===== src/rtl/cpu_pkg.sv =====
// Shared constants and types for the 4-stage CPU front end.
// Holds the instruction address width, RAS depth default and redirect-cause encoding.
package cpu_pkg;

    localparam int AW        = 8;
    localparam int RAS_DEPTH = 4;

    // Why the PC was redirected this cycle; kept for debug/trace visibility.
    typedef enum logic [2:0] {
        CAUSE_NONE = 3'd0,
        CAUSE_JMP  = 3'd1,
        CAUSE_BEQ  = 3'd2,
        CAUSE_BNE  = 3'd3,
        CAUSE_CALL = 3'd4,
        CAUSE_RET  = 3'd5
    } redirect_cause_e;

endpackage


===== src/rtl/ras_stack.sv =====
// LIFO return-address stack with a registered occupancy pointer.
// The pointer carries one extra bit so that the full state is distinct from the empty state.
module ras_stack #(
    parameter int DW    = 8,
    parameter int DEPTH = 4
) (
    input  logic          clk,
    input  logic          rst,
    input  logic          push,
    input  logic          pop,
    input  logic [DW-1:0] din,
    output logic [DW-1:0] dout,
    output logic          empty,
    output logic          full
);

    localparam int IW = $clog2(DEPTH);
    localparam int PW = IW + 1;
    localparam logic [PW-1:0] FULL_PTR = PW'(DEPTH);

    logic [PW-1:0] ptr_q, ptr_d;
    logic [DW-1:0] mem_q [DEPTH];
    logic [IW-1:0] top_idx;
    logic          push_ok, pop_ok;

    assign empty   = (ptr_q == '0);
    assign full    = (ptr_q == FULL_PTR);
    assign push_ok = push && !full;
    assign pop_ok  = pop && !empty;
    assign top_idx = IW'(ptr_q - 1'b1);
    assign dout    = mem_q[top_idx];

    always_comb begin
        ptr_d = ptr_q;
        if (push_ok) begin
            ptr_d = ptr_q + 1'b1;
        end else if (pop_ok) begin
            ptr_d = ptr_q - 1'b1;
        end
    end

    always_ff @(posedge clk or posedge rst) begin
        if (rst) begin
            ptr_q <= '0;
        end else begin
            ptr_q <= ptr_d;
        end
    end

    // Contents are not reset: a zero pointer leaves every entry unreachable.
    always_ff @(posedge clk) begin
        if (push_ok) begin
            mem_q[ptr_q[IW-1:0]] <= din;
        end
    end

endmodule


===== src/rtl/pc_sequencer.sv =====
// Program counter sequencer: picks the next fetch address from increment, EX target or RAS.
// Drives a combinational flush on taken redirects and holds the PC on hazard stalls.
module pc_sequencer #(
    parameter int AW        = cpu_pkg::AW,
    parameter int RAS_DEPTH = cpu_pkg::RAS_DEPTH
) (
    input  logic          clk,
    input  logic          rst,
    input  logic          stall,
    input  logic          ex_valid,
    input  logic          j,
    input  logic          beq,
    input  logic          bne,
    input  logic          call,
    input  logic          ret,
    input  logic          eq,
    input  logic [AW-1:0] target,
    input  logic [AW-1:0] ex_pc,
    output logic [AW-1:0] pc,
    output logic          flush,
    output logic          ras_empty,
    output logic          ras_full,
    output logic          err
);

    import cpu_pkg::*;

    logic [AW-1:0]   pc_q, pc_d;
    logic            err_q, err_d;
    logic [AW-1:0]   ras_dout;
    logic [AW-1:0]   ret_addr;
    logic [AW-1:0]   next_addr;
    logic            ras_push, ras_pop;
    logic            one_hot, illegal;
    logic            redirect;
    redirect_cause_e cause;

    assign ret_addr = ex_pc + 1'b1;

    ras_stack #(
        .DW    (AW),
        .DEPTH (RAS_DEPTH)
    ) u_ras (
        .clk   (clk),
        .rst   (rst),
        .push  (ras_push),
        .pop   (ras_pop),
        .din   (ret_addr),
        .dout  (ras_dout),
        .empty (ras_empty),
        .full  (ras_full)
    );

    always_comb begin
        one_hot   = ex_valid && ($countones({j, beq, bne, call, ret}) == 1);
        illegal   = ex_valid && ($countones({j, beq, bne, call, ret}) > 1);
        cause     = CAUSE_NONE;
        next_addr = target;
        ras_push  = 1'b0;
        ras_pop   = 1'b0;
        err_d     = err_q || illegal;

        if (one_hot) begin
            if (j) begin
                cause = CAUSE_JMP;
            end else if (beq && eq) begin
                cause = CAUSE_BEQ;
            end else if (bne && !eq) begin
                cause = CAUSE_BNE;
            end else if (call) begin
                // A call on a full stack still redirects; only the push is lost.
                cause    = CAUSE_CALL;
                ras_push = !ras_full;
                err_d    = err_q || ras_full;
            end else if (ret) begin
                if (ras_empty) begin
                    err_d = 1'b1;
                end else begin
                    cause     = CAUSE_RET;
                    ras_pop   = 1'b1;
                    next_addr = ras_dout;
                end
            end
        end

        redirect = (cause != CAUSE_NONE);

        if (redirect) begin
            pc_d = next_addr;
        end else if (stall) begin
            pc_d = pc_q;
        end else begin
            pc_d = pc_q + 1'b1;
        end
    end

    always_ff @(posedge clk or posedge rst) begin
        if (rst) begin
            pc_q  <= '0;
            err_q <= 1'b0;
        end else begin
            pc_q  <= pc_d;
            err_q <= err_d;
        end
    end

    assign pc    = pc_q;
    assign err   = err_q;
    assign flush = redirect && !rst;

endmodule


===== config.mk =====
export PLATFORM = sky130hd
export DESIGN_NAME = pc_sequencer
export DESIGN_NICKNAME = d
export VERILOG_FILES = /design/src/rtl/cpu_pkg.sv /design/src/rtl/ras_stack.sv /design/src/rtl/pc_sequencer.sv
export SDC_FILE = /design/constraint.sdc
export NUM_CORES = 1
export LEC_CHECK = 0
export BUFFER_PORTS_ARGS = -buffer_cell sky130_fd_sc_hd__buf_4
export CORE_UTILIZATION = 50
export DETAILED_ROUTE_END_ITERATION = 8
export GPL_ROUTABILITY_DRIVEN = 0
export PLACE_DENSITY = 0.78
export SLEW_MARGIN = 30
export SYNTH_ARGS = -nofsm -noshare
export SYNTH_HDL_FRONTEND = slang
export SYNTH_HIERARCHICAL = 1
export SYNTH_SLANG_ARGS = --single-unit
export TNS_END_PERCENT = 20

===== constraint.sdc =====
create_clock -name clk -period 4.9 [get_ports clk]
set_input_delay 0.735 -clock clk [delete_from_list [all_inputs] [get_ports clk]]
set_output_delay 0.735 -clock clk [all_outputs]
set_load 0.01 [all_outputs]

## Word-level counts from Yosys, hierarchy flattened

Memory sizes are Yosys's and may differ from the RTL's.
Index checks and enable logic that the tools add are counted.
W data, S select, Z words.

- Register bits after elaboration: 12
- Memory bits (writable): 32
- Input bits: 26
- Output and inout port bits: 12
- Word-level logic and storage cells: 71
- Memories kept: 1

Memory list:

| memory | words | bits a word | read ports | clocked after memory_dff | wr ports | RTL line | source |
|---|---|---|---|---|---|---|---|
| u_ras.mem_q | 4 | 8 | 1 | 0 | 1 | ras_stack.sv:22 | `logic [DW-1:0] mem_q [DEPTH];` |

- Add/sub/neg operators: 8
- Magnitude comparators: 1
- Eq/ne operators: 3
- Muxes and demuxes: 39
- Reduce and logical (&&, ||, !) cells: 16

Operators by type and width:

| kind | number |
|---|---|
| $mux W8 | 9 |
| $eq A32 B2 Y1 const B | 1 |
| $mux W3 | 9 |
| $mux W1 | 21 |
| $add A8 B1 Y8 const B | 2 |
| $logic_and A1 B1 Y1 | 7 |
| $add A1 B1 Y2 | 2 |
| $add A3 B1 Y4 | 1 |
| $gt A4 B1 Y1 const B | 1 |
| $logic_not A1 Y1 | 4 |
| $add A2 B2 Y3 | 1 |
| $add A3 B1 Y3 const B | 1 |
| $eq A3 B3 Y1 const B | 1 |
| $logic_not A3 Y1 | 1 |
| $reduce_bool A3 Y1 | 1 |
| $sub A3 B1 Y3 const B | 1 |
| $logic_or A1 B1 Y1 | 2 |
| $ne A2 B1 Y1 const B | 1 |
| $reduce_bool A2 Y1 | 1 |

## Longest topological paths before layout

- Word-level depth: 13
- Depth in mapped cells: 12
- Mapped depth without buffers: 11

## By module

The synthesis kept the hierarchy.

Modules (own cells, without submodules):

| module | times used | cells each | area each (µm²) | seq. area each (µm²) |
|---|---|---|---|---|
| ras_stack | 1 | 74 | 1,453.9 | 1,036.0 |
| pc_sequencer | 1 | 106 | 935.9 | 225.2 |

## Least setup slack after synthesis

Ideal clock, no wire load.

- Path type: input -> register
- From: input port j
- To: memory u_ras.mem_q[0][0], enable pin
- Library setup time: 0.310 ns
- Data arrival time: 3.238 ns
- Data required time: 4.590 ns
- Setup slack: 1.352 ns
- Cell stages on the path: 11
- Buffers on the path: 1
- Cell sequence: inv_1 fa_1 inv_1 fa_1 ha_1 and4bb_2 nand3_1 nor3_1 a21boi_2 buf_6 and2_2

- Longest elaborated chain between the ends: 7
- Elaborated cells between the ends (all ways): 8
- Classes of those cells: add/sub: 1; eq/ne: 1; mux: 4; reduce/logical: 2

RTL lines:

| item | RTL line | source |
|---|---|---|
| start: declaration | pc_sequencer.sv:11 | `input logic j,` |
| $add A3 B1 Y4 (implied by the code) | pc_sequencer.sv:55 | `one_hot = ex_valid && ($countones({j, beq, bne, call, ret}) == 1);` |
| $eq A32 B2 Y1 | pc_sequencer.sv:55 |  |
| $logic_and A1 B1 Y1 | pc_sequencer.sv:55 |  |
| $mux W1 * | pc_sequencer.sv:63 | `if (one_hot) begin` |
| net ras_push | pc_sequencer.sv:33 | `logic ras_push, ras_pop;` |
| $logic_and A1 B1 Y1 * | ras_stack.sv:28 | `assign push_ok = push && !full;` |
| $mux W1 * | ras_stack.sv:52 | `if (push_ok) begin` |
| $mux W1 (implied by the code) * | ras_stack.sv:53 | `mem_q[ptr_q[IW-1:0]] <= din;` |
| end: declaration | ras_stack.sv:22 |  |

The timed path passes the listed nets; every way through them passes the cells marked *.

## Worst setup path in the final report

- From: input port j
- To: memory u_ras.mem_q[1][4], enable pin

Same word-level chain as after synthesis.

==> metrics.txt <==
area grow syn2layout 16.8%; dpl hpwl 3.58 mm; CP Launch Type input port; CTS buffer count 5; setup bufs post-CTS 0; final WL 4.52 mm; achievable frequency 0.265 GHz; final hold vios 0; IR drop worst, VDD 0.210 mV; Max-Cap Viols 0; Slew Viols, Final 0; fin nets 257; Max clock buf depth 2; top cell type's share of synthesized area 0.402; clock skew 0.00596 ns; largest net degree at the start of global routing 15; Final Cycle Share 0.771; Mean Syn Cell Area 13.3 µm²; Post-synth top cells edfxtp_1, dfrtp_1, inv_1; status finished, violations left; Top FF cell, synth edfxtp_1; Die ar. 0.00506 mm²; Post-Syn Area 0.00239 mm²; later-pin clock latency in the skew report 0.29 ns; HP Class in2async; drt pass-1 iters 6; io pins 38; Worst EP required 4.88 ns; sum of negative setup slack 0 ns; vias in the first global route 1659; CTS Hold Bufs 0; Period minus WS final 3.78 ns; Post-Syn Instances 180; most area-hungry cell type in the Yosys netlist edfxtp_1; Critical Path AT 3.76 ns; R2R depth 8; # setup viols final 0; Cell Rows 24; post-cts gate resize count 0; Antenna Cells 0; antenna viol nets, final 0; DIE WIDTH 71.1 µm; Leak Pwr 1.07 nW; failing checks DRC; GRT Util Overall 0.198; Hold Worst Slack 0.324 ns; port bufs 37; R2R setup slack 1.93 ns; GRT overflow 0; register area share after synthesis 0.528; ys async rst share 0.273; CTS clk-pin slew, worst paths 0.07 ns; Die H 71.1 µm; Worst setup EP type register; Least-Margin Pin Slew 0.635 ns; H-Tree Depth 2; CP max FO 11; layout cell share with drive strength beyond 1 0.299; via count 1606; Root Buffer clkbuf_8; antenna violations before repair 0; starting density of the core 0.534; clk sink count 44; ranking of synthesized cells by area edfxtp_1, dfrtp_1, mux4_2; Slew HR 0.577; routed vias/inst 5.88; core area 0.00447 mm²; global-route wire length before repair 7.54 mm; Power Density 414 mW/mm²; wire length per cell 16.5 µm; total power 1.15 mW; Synthesis Warnings 6; RSZ-0062 raised after global routing false; Iteration-0 DRC Markers 108; CTS tree done; Setup CP Type in2reg; Synth cell types 50; Synth Register Bits 44; number of synthesized flops with an enable pin 32; top-count cell post-synth edfxtp_1; Mapped Nets 217; Remaining DRCs 4
## worst max-delay path: stages
cell and delay (ns):
buf_4 0.11, inv_1 0.06, fa_1 0.53, inv_1 0.05, fa_1 0.36, ha_1 0.30
and4bb_2 0.39, nand3_1 0.13, nor3_1 0.30, a21boi_2 0.44, and2_2 0.34
## final cells by class
| class | count | area [µm²] |
|---|---|---|
| fillers | 348 | 1680 |
| flip-flops and latches | 44 | 1260 |
| multi-input cells | 120 | 1050 |
| repair buffers | 37 | 278 |
| clock buffers | 5 | 68.8 |
| well taps | 52 | 65.1 |
| inverters | 12 | 45.0 |
| clock inverters | 3 | 17.5 |
## layout by cell type (no fill, tap or decap), types with 3 or more instances in the layout
cell / n
a21oi_1: 6
a31oi_1: 3
and2_2: 5
and3_1: 3
buf_4: 37
clkbuf_8: 5
dfrtp_1: 12
edfxtp_1: 32
ha_1: 9
inv_1: 12
mux4_2: 8
nand2_1: 9
nand3_1: 9
nand4_1: 3
nor2_1: 3
nor2b_1: 3
o211ai_1: 3
o21ai_0: 5
xnor2_1: 6
xor2_1: 5
## kinds of logic after synthesis
group	Yosys count	synth area share
buffers and inverters	16	0.0309
AND/OR/NAND/NOR	55	0.149
flip-flops	44	0.528
AO/OA/AOI/OAI	32	0.0969
multiplexers	11	0.0916
adder cells (fa/ha/maj)	11	0.0639
XOR/XNOR	11	0.0403
## metal layers
metal  vias to the layer above  GRT usage  share of wire
li1                        769          -              -
met1                       784      0.260           0.44
met2                        46      0.328           0.50
met3                         7     0.0370          0.042
met4                         0     0.0778          0.019
met5                         -          0              0
## flip-flops by register name, summed over array words and instances (netlist names)
signal and count:
err 1, u_ras/mem_q 32, u_ras/ptr_q 3, pc 8
## worst paths after layout
path	to	from
worst max-delay path	u_ras/mem_q[1][4]	j
worst min-delay path	u_ras/ptr_q[0]	rst
worst max register to register	u_ras/ptr_q[1]	u_ras/ptr_q[0]
worst min register to register	err	err
max in group asynchronous	pc[5]	rst
min in group clk	err	err
## through the flow
stage / utilization / worst slack (ns) / cells / area, µm²
final: 0.624 / 1.12 / 273 / 2790
after global routing: 0.624 / 0.899 / 273 / 2790
after CTS: 0.624 / 1.14 / 273 / 2790
after detailed placement: 0.604 / 0.845 / 265 / 2700
after global placement: 0.604 / 0.955 / 265 / 2700
after floorplan: - / 1.35 / 180 / 2390
## where the power goes
group	switching (mW)	leakage [nW]	internal, mW
clock	0.117	0.0460	0.0995
sequential	0.0734	0.433	0.439
combinational	0.197	0.587	0.227
total	0.388	1.07	0.766
(Power assumes the default switching activity.)
